==> config.mk <==
export PLATFORM = sky130hd
export DESIGN_NAME = event_readout_rr_mux
export DESIGN_NICKNAME = d
export VERILOG_FILES = /design/src/rtl/event_readout_rr_mux.sv
export SDC_FILE = /design/constraint.sdc
export NUM_CORES = 1
export LEC_CHECK = 0
export BUFFER_PORTS_ARGS = -buffer_cell sky130_fd_sc_hd__buf_2
export CORE_MARGIN = 2
export CORE_UTILIZATION = 37
export DETAILED_ROUTE_END_ITERATION = 12
export GPL_TIMING_DRIVEN = 1
export MAX_ROUTING_LAYER = met4
export PLACE_DENSITY = 0.85
export SYNTH_ARGS = -nofsm -noshare
export SYNTH_HDL_FRONTEND = slang
export SYNTH_SLANG_ARGS = --single-unit
==> constraint.sdc <==
create_clock -name clk_i -period 2.5 [get_ports clk_i]
set_input_delay 0.5 -clock clk_i [delete_from_list [all_inputs] [get_ports clk_i]]
set_output_delay 0.5 -clock clk_i [all_outputs]
set_load 0.01 [all_outputs]
==> src/rtl/event_readout_rr_mux.sv <==
// Round-robin merge of NUM_CH event-readout FIFOs into one reader stream.
// One channel is served per block; it has an enable mask, a stall timeout and an exported channel index.
module event_readout_rr_mux #(
  parameter int unsigned NUM_CH = 4,
  parameter int unsigned DW     = 16,
  parameter int unsigned TW     = 2,
  parameter int unsigned NW_W   = 16,
  parameter int unsigned TO_W   = 16,
  localparam int unsigned CH_W  = (NUM_CH > 1) ? $clog2(NUM_CH) : 1
) (
  input  logic                   clk_i,
  input  logic                   rst_i,
  input  logic [NUM_CH-1:0]      ch_enable_i,
  input  logic [NUM_CH-1:0]      ch_empty_i,
  input  logic [NUM_CH*DW-1:0]   ch_dat_i,
  input  logic [NUM_CH*TW-1:0]   ch_type_i,
  input  logic [NUM_CH*NW_W-1:0] ch_nwords_i,
  input  logic [NUM_CH-1:0]      ch_rst_req_i,
  output logic [NUM_CH-1:0]      ch_rd_o,
  output logic [NUM_CH-1:0]      ch_rst_ack_o,
  input  logic                   mx_rd_i,
  input  logic                   mx_block_done_i,
  input  logic                   mx_rst_ack_i,
  output logic                   mx_empty_o,
  output logic [DW-1:0]          mx_dat_o,
  output logic [TW-1:0]          mx_type_o,
  output logic [NW_W-1:0]        mx_nwords_o,
  output logic                   mx_rst_req_o,
  output logic                   mx_ack_o,
  output logic [CH_W-1:0]        mx_sel_o,
  input  logic [TO_W-1:0]        timeout_limit_i,
  output logic                   timeout_o
);

  typedef enum logic [1:0] {IDLE = 2'd0, ACK = 2'd1, SELECT = 2'd2} state_t;

  state_t          state;
  logic [CH_W-1:0] ptr;
  logic [CH_W-1:0] sel;
  logic            hold;
  logic [TO_W-1:0] cnt;
  logic            ack;

  function automatic logic [CH_W-1:0] next_ch(input logic [CH_W-1:0] c);
    return (32'(c) + 32'd1 >= NUM_CH) ? '0 : c + CH_W'(1);
  endfunction

  // First enabled, non-empty channel at or after ptr (modulo NUM_CH).
  logic            found;
  logic [CH_W-1:0] pick;
  logic [CH_W-1:0] idx;
  always_comb begin
    found = 1'b0;
    pick  = '0;
    idx   = '0;
    for (int i = 0; i < int'(NUM_CH); i++) begin
      idx = CH_W'((int'(ptr) + i) % int'(NUM_CH));
      if (!found && ch_enable_i[idx] && !ch_empty_i[idx]) begin
        found = 1'b1;
        pick  = idx;
      end
    end
  end

  // Stall detection counts the current cycle, so the pulse lands in the L-th stalled cycle.
  logic [TO_W:0] cnt_inc;
  logic          to_hit;
  assign cnt_inc = {1'b0, cnt} + (TO_W+1)'(1);
  assign to_hit  = (state == SELECT) && !mx_block_done_i && !hold && !mx_rd_i &&
                   (timeout_limit_i != '0) && (cnt_inc == {1'b0, timeout_limit_i});

  always_ff @(posedge clk_i) begin
    if (rst_i) begin
      state <= IDLE;
      ptr   <= '0;
      sel   <= '0;
      hold  <= 1'b0;
      cnt   <= '0;
      ack   <= 1'b0;
    end else if (mx_rst_ack_i) begin
      state <= IDLE;
      ptr   <= '0;
      hold  <= 1'b0;
      cnt   <= '0;
      ack   <= 1'b0;
    end else begin
      ack <= 1'b0;
      if (mx_block_done_i && state != ACK) hold <= 1'b1;
      case (state)
        IDLE: begin
          if (found) begin
            sel   <= pick;
            ack   <= 1'b1;
            state <= ACK;
          end
        end
        ACK: begin
          hold  <= 1'b0;
          cnt   <= '0;
          state <= SELECT;
        end
        SELECT: begin
          if (mx_block_done_i || hold || to_hit) begin
            ptr   <= next_ch(sel);
            state <= IDLE;
          end else if (mx_rd_i) begin
            cnt <= '0;
          end else if (cnt != '1) begin
            cnt <= cnt + TO_W'(1);
          end
        end
        default: state <= IDLE;
      endcase
    end
  end

  // Data path follows sel at all times; empty and read strobes only while serving.
  always_comb begin
    ch_rd_o = '0;
    if (state == SELECT) ch_rd_o[sel] = mx_rd_i;
  end

  assign mx_empty_o   = (state == SELECT) ? ch_empty_i[sel] : 1'b1;
  assign mx_dat_o     = ch_dat_i[32'(sel) * DW +: DW];
  assign mx_type_o    = ch_type_i[32'(sel) * TW +: TW];
  assign mx_nwords_o  = ch_nwords_i[32'(sel) * NW_W +: NW_W];
  assign mx_sel_o     = sel;
  assign mx_ack_o     = ack;
  assign timeout_o    = to_hit;
  assign mx_rst_req_o = |(ch_rst_req_i & ch_enable_i);
  assign ch_rst_ack_o = {NUM_CH{mx_rst_ack_i}};

endmodule

==> impl_metrics.sql <==
INSERT INTO impl_metrics (metric_group, metric, value, unit) VALUES
('status', 'outcome', 'finished with violations', ''),
('status', 'violations', 'setup timing', ''),
('power_and_ir_drop', 'power.ir.vdd_worst', '0.000240', 'V'),
('power_and_ir_drop', 'switching_share', '0.306', ''),
('synthesis', 'synth_enable_flop_cells', '0', ''),
('die', 'die_width', '90.8', 'um'),
('synthesis', 'dominantRegCellSynth', 'sky130_fd_sc_hd__dfxtp_1', ''),
('setup_path', 'worst_path_most_repeated_cell', 'sky130_fd_sc_hd__buf_6', ''),
('setup_path', 'cpMaxStageDelayCell', 'sky130_fd_sc_hd__dfxtp_2', ''),
('die', 'die_h', '90.8', 'um'),
('hold_path', 'kind_of_path_behind_the_tightest_hold_check', 'in -> reg', ''),
('finish', 'multi_input_comb_area', '0.00237', 'sq mm'),
('setup_path', 'crit_type', 'reg -> out', ''),
('synthesis', 'post_synthesis_net_count', '479', ''),
('global_route', 'grt_pass1_wl', '19.6', 'mm'),
('setup_path', 'critPathRequiredTime', '2.00', 'ns'),
('setup_path', 'cp_max_fo', '4', ''),
('global_route', 'grt_antenna_before_repair', '0', ''),
('cts', 'cts_tree', 'built', ''),
('synthesis', 'muxShareOfSynthArea', '0.290', ''),
('synthesis', 'synth_warnings', '0', ''),
('cts', 'clock_tree_root', 'sky130_fd_sc_hd__clkbuf_8', ''),
('setup_path', 'worstRegToRegCells', '12', ''),
('finish', 'postLayoutCoreUtil', '0.643', ''),
('synthesis', 'synth_compound_area_frac', '0.159', ''),
('setup_path', 'worstPathArrival', '2.25', 'ns'),
('drt', 'vias', '3768', ''),
('timing', 'period_share', '1.10', ''),
('power_and_ir_drop', 'combinationalPowerShare', '0.396', ''),
('die', 'initial_utilization', '0.382', ''),
('synthesis', 'syn-cell-area', '0.00279', 'sq mm'),
('power_and_ir_drop', 'cell_int_power', '0.000858', 'W'),
('cts', 'max-clock-path-buffers', '2', ''),
('synthesis', 'ys_ff_latch', '24', ''),
('finish', 'drive_gt1_frac', '0.650', ''),
('hold_path', 'timing.hold.worst.start', 'rst_i', ''),
('drt', 'antenna_left', '0', ''),
('setup_path', 'timing.reg2reg.setup_slack', '-0.13', 'ns'),
('drt', 'drt_first_iter_violations', '203', ''),
('timing', 'finalSetupViolCount', '15', ''),
('timing', 'minimum_clock_period', '2.75', 'ns'),
('power_and_ir_drop', 'p_per_area', '264', 'mW/mm^2'),
('timing', 'setup_slack', '-0.246', 'ns'),
('synthesis', 'synth-xor-area-share', '0.0566', ''),
('synthesis', 'synth_simple_gate_area_frac', '0.245', ''),
('cts', 'clock-sinks', '24', ''),
('synthesis', 'ys_async_sr_fraction', '0', ''),
('synthesis', 'synth_sequential_area_ratio', '0.172', ''),
('global_route', 'grt_max_degree', '41', ''),
('timing', 'slew_viol_final', '0', ''),
('die', 'die-area', '0.00824', 'sq mm'),
('run', 'timing.max_cap.violations', '0', ''),
('finish', 'final_nets', '735', ''),
('drt', 'detail_route.drc_violations', '0', ''),
('timing', 'worstMarginPinSlew', '0.669', 'ns'),
('synthesis', 'syn_inst', '305', ''),
('power_and_ir_drop', 'pwr-share-clk', '0.288', ''),
('finish', 'layout.filler_cells', '610', ''),
('place', 'port_buffers', '216', ''),
('setup_path', 'worstPathCellList', 'ha_4 > buf_6 > nand2_2 > buf_6 > nor4_4 > buf_4 > mux2i_2 > and4_4 > nand4_4 > inv_2 > buf_6', ''),
('timing', 'hold_viol', '0', ''),
('setup_path', 'setup.worst_path.end_class', 'output port', ''),
('place', 'detailedPlacementHpwl', '11.0', 'mm'),
('global_route', 'gr-total-overflow', '0', ''),
('hold_path', 'holdPathEnd', 'mx_sel_o[0]', ''),
('timing', 'grt_setup_unrepaired', 'true', ''),
('die', 'io-pin-count', '217', ''),
('drt', 'drt_pass1_iterations', '5', ''),
('setup_path', 'crit_path_max_incr_delay', '0.37', 'ns'),
('finish', 'register_area', '499', 'sq um'),
('place', 'routabilityCongestion', '0.933', '');
==> worst max path at each step <==
stage                      startpoint          end
after floorplan           mx_sel_o[0]  mx_dat_o[2]
after global placement        mx_rd_i    timeout_o
after detailed placement       cnt[1]      cnt[13]
after CTS                      cnt[0]    timeout_o
after global routing           cnt[1]    timeout_o
final                          cnt[1]    timeout_o
==> kinds of logic after synthesis <==
group	after synthesis
and+or+nand+nor	123
AOI/OAI and AO/OA	66
muxes	37
buffers and inverters	32
DFF	24
xor gates and xnor gates	18
adders and majority gates	5
==> cell type report <==
| cell class | count | area share |
|---|---|---|
| timing repair buffer | 278 | 0.342 |
| multi-input combinational | 249 | 0.506 |
| clock buffer | 3 | 0.00880 |
| sequential | 24 | 0.106 |
| clock inverter | 1 | 0.00640 |
| inverter | 5 | 0.00400 |
| tap | 99 | 0.0264 |
==> worst max-delay path, delay by kind of cell, from the launching register on <==
family	cells	cell delay [ns]
adder cells (fa/ha/maj)	1	0.19
buffers and inverters	5	0.60
flip-flops	1	0.37
multiplexers	1	0.22
AND/OR/NAND/NOR	4	0.59
==> layout by cell type (no fill, tap or decap), drive strengths merged, types with 3 or more instances in the layout <==
cell    count
nand4       8
nor2b      11
and2        3
ha          5
o31ai      10
nand3      11
xnor2      10
mux4       35
nor2       24
a21oi      10
nand2b      6
o21ai      22
xor2        8
or3         6
o41ai       4
inv         5
nor3b       3
dfxtp      24
and3        7
nand2      22
nor4       12
buf       278
clkbuf      3
==> flip-flops by register name, summed over array words and instances, names as in the netlist <==
register and count:
hold 1, state 2, mx_sel_o 2, ptr 2
cnt 16, mx_ack_o 1
==> what timing repair did <==
action | in CTS | in global routing
gates resized for setup | 27 | 26
pin swaps | 7 | 10
setup endpoints to repair | 16 | 17
buffers inserted | 0 | 4
gates cloned | 0 | 0
==> layer usage <==
layer  up-vias  share of wire  track usage
met3        59          0.068       0.0367
li1       1701              -            -
met2       226           0.52        0.564
met1      1782           0.33        0.326
met4         0          0.080        0.187
met5         -              0            -
==> synthesized netlist by cell type (2+ instances only) <==
library cell and count:
sky130_fd_sc_hd__or3_1 6, sky130_fd_sc_hd__a211oi_1 2, sky130_fd_sc_hd__o41ai_1 4, sky130_fd_sc_hd__nand2_1 22
sky130_fd_sc_hd__and2_1 3, sky130_fd_sc_hd__o211ai_1 2, sky130_fd_sc_hd__nor4_1 12, sky130_fd_sc_hd__ha_1 5
sky130_fd_sc_hd__mux2i_1 2, sky130_fd_sc_hd__and3_1 7, sky130_fd_sc_hd__o21ai_0 22, sky130_fd_sc_hd__mux4_2 35
sky130_fd_sc_hd__nor2b_1 11, sky130_fd_sc_hd__o31ai_2 2, sky130_fd_sc_hd__o31ai_1 8, sky130_fd_sc_hd__dfxtp_1 24
sky130_fd_sc_hd__nor2_1 24, sky130_fd_sc_hd__nand4_1 6, sky130_fd_sc_hd__a21boi_0 2, sky130_fd_sc_hd__a22oi_1 2
sky130_fd_sc_hd__and4_1 2, sky130_fd_sc_hd__clkbuf_1 9, sky130_fd_sc_hd__a21oi_1 10, sky130_fd_sc_hd__buf_2 7
sky130_fd_sc_hd__xnor2_1 10, sky130_fd_sc_hd__nor3b_1 3, sky130_fd_sc_hd__o21bai_1 2, sky130_fd_sc_hd__buf_4 4
sky130_fd_sc_hd__xor2_1 8, sky130_fd_sc_hd__nand3_1 10, sky130_fd_sc_hd__nor3_1 2, sky130_fd_sc_hd__inv_1 4
sky130_fd_sc_hd__nand2b_1 6, sky130_fd_sc_hd__buf_1 6, sky130_fd_sc_hd__or2_2 2
==> power by group through the flow <==
stage	Clock (W)	Combinational [W]	Sequential [W]
after floorplan	0	0.000210	0.000401
after global placement	0	0.000472	0.000401
after detailed placement	0	0.000479	0.000401
after CTS	0.000358	0.000485	0.000392
after global routing	0.000380	0.000519	0.000391
final	0.000356	0.000490	0.000390
==> stage by stage <==
stage | setup WS [ns] | total power, W | hold slack [ns]
2_1_floorplan | 0.00797 | 0.000610 | 0.459
3_3_place_gp | -0.0887 | 0.000873 | 0.479
3_5_place_dp | -0.178 | 0.000880 | 0.495
4_1_cts | -0.158 | 0.00124 | 0.420
5_1_grt | -0.309 | 0.00129 | 0.444
6_report | -0.246 | 0.00124 | 0.424
Note: power is estimated with default switching activity, not from simulation.
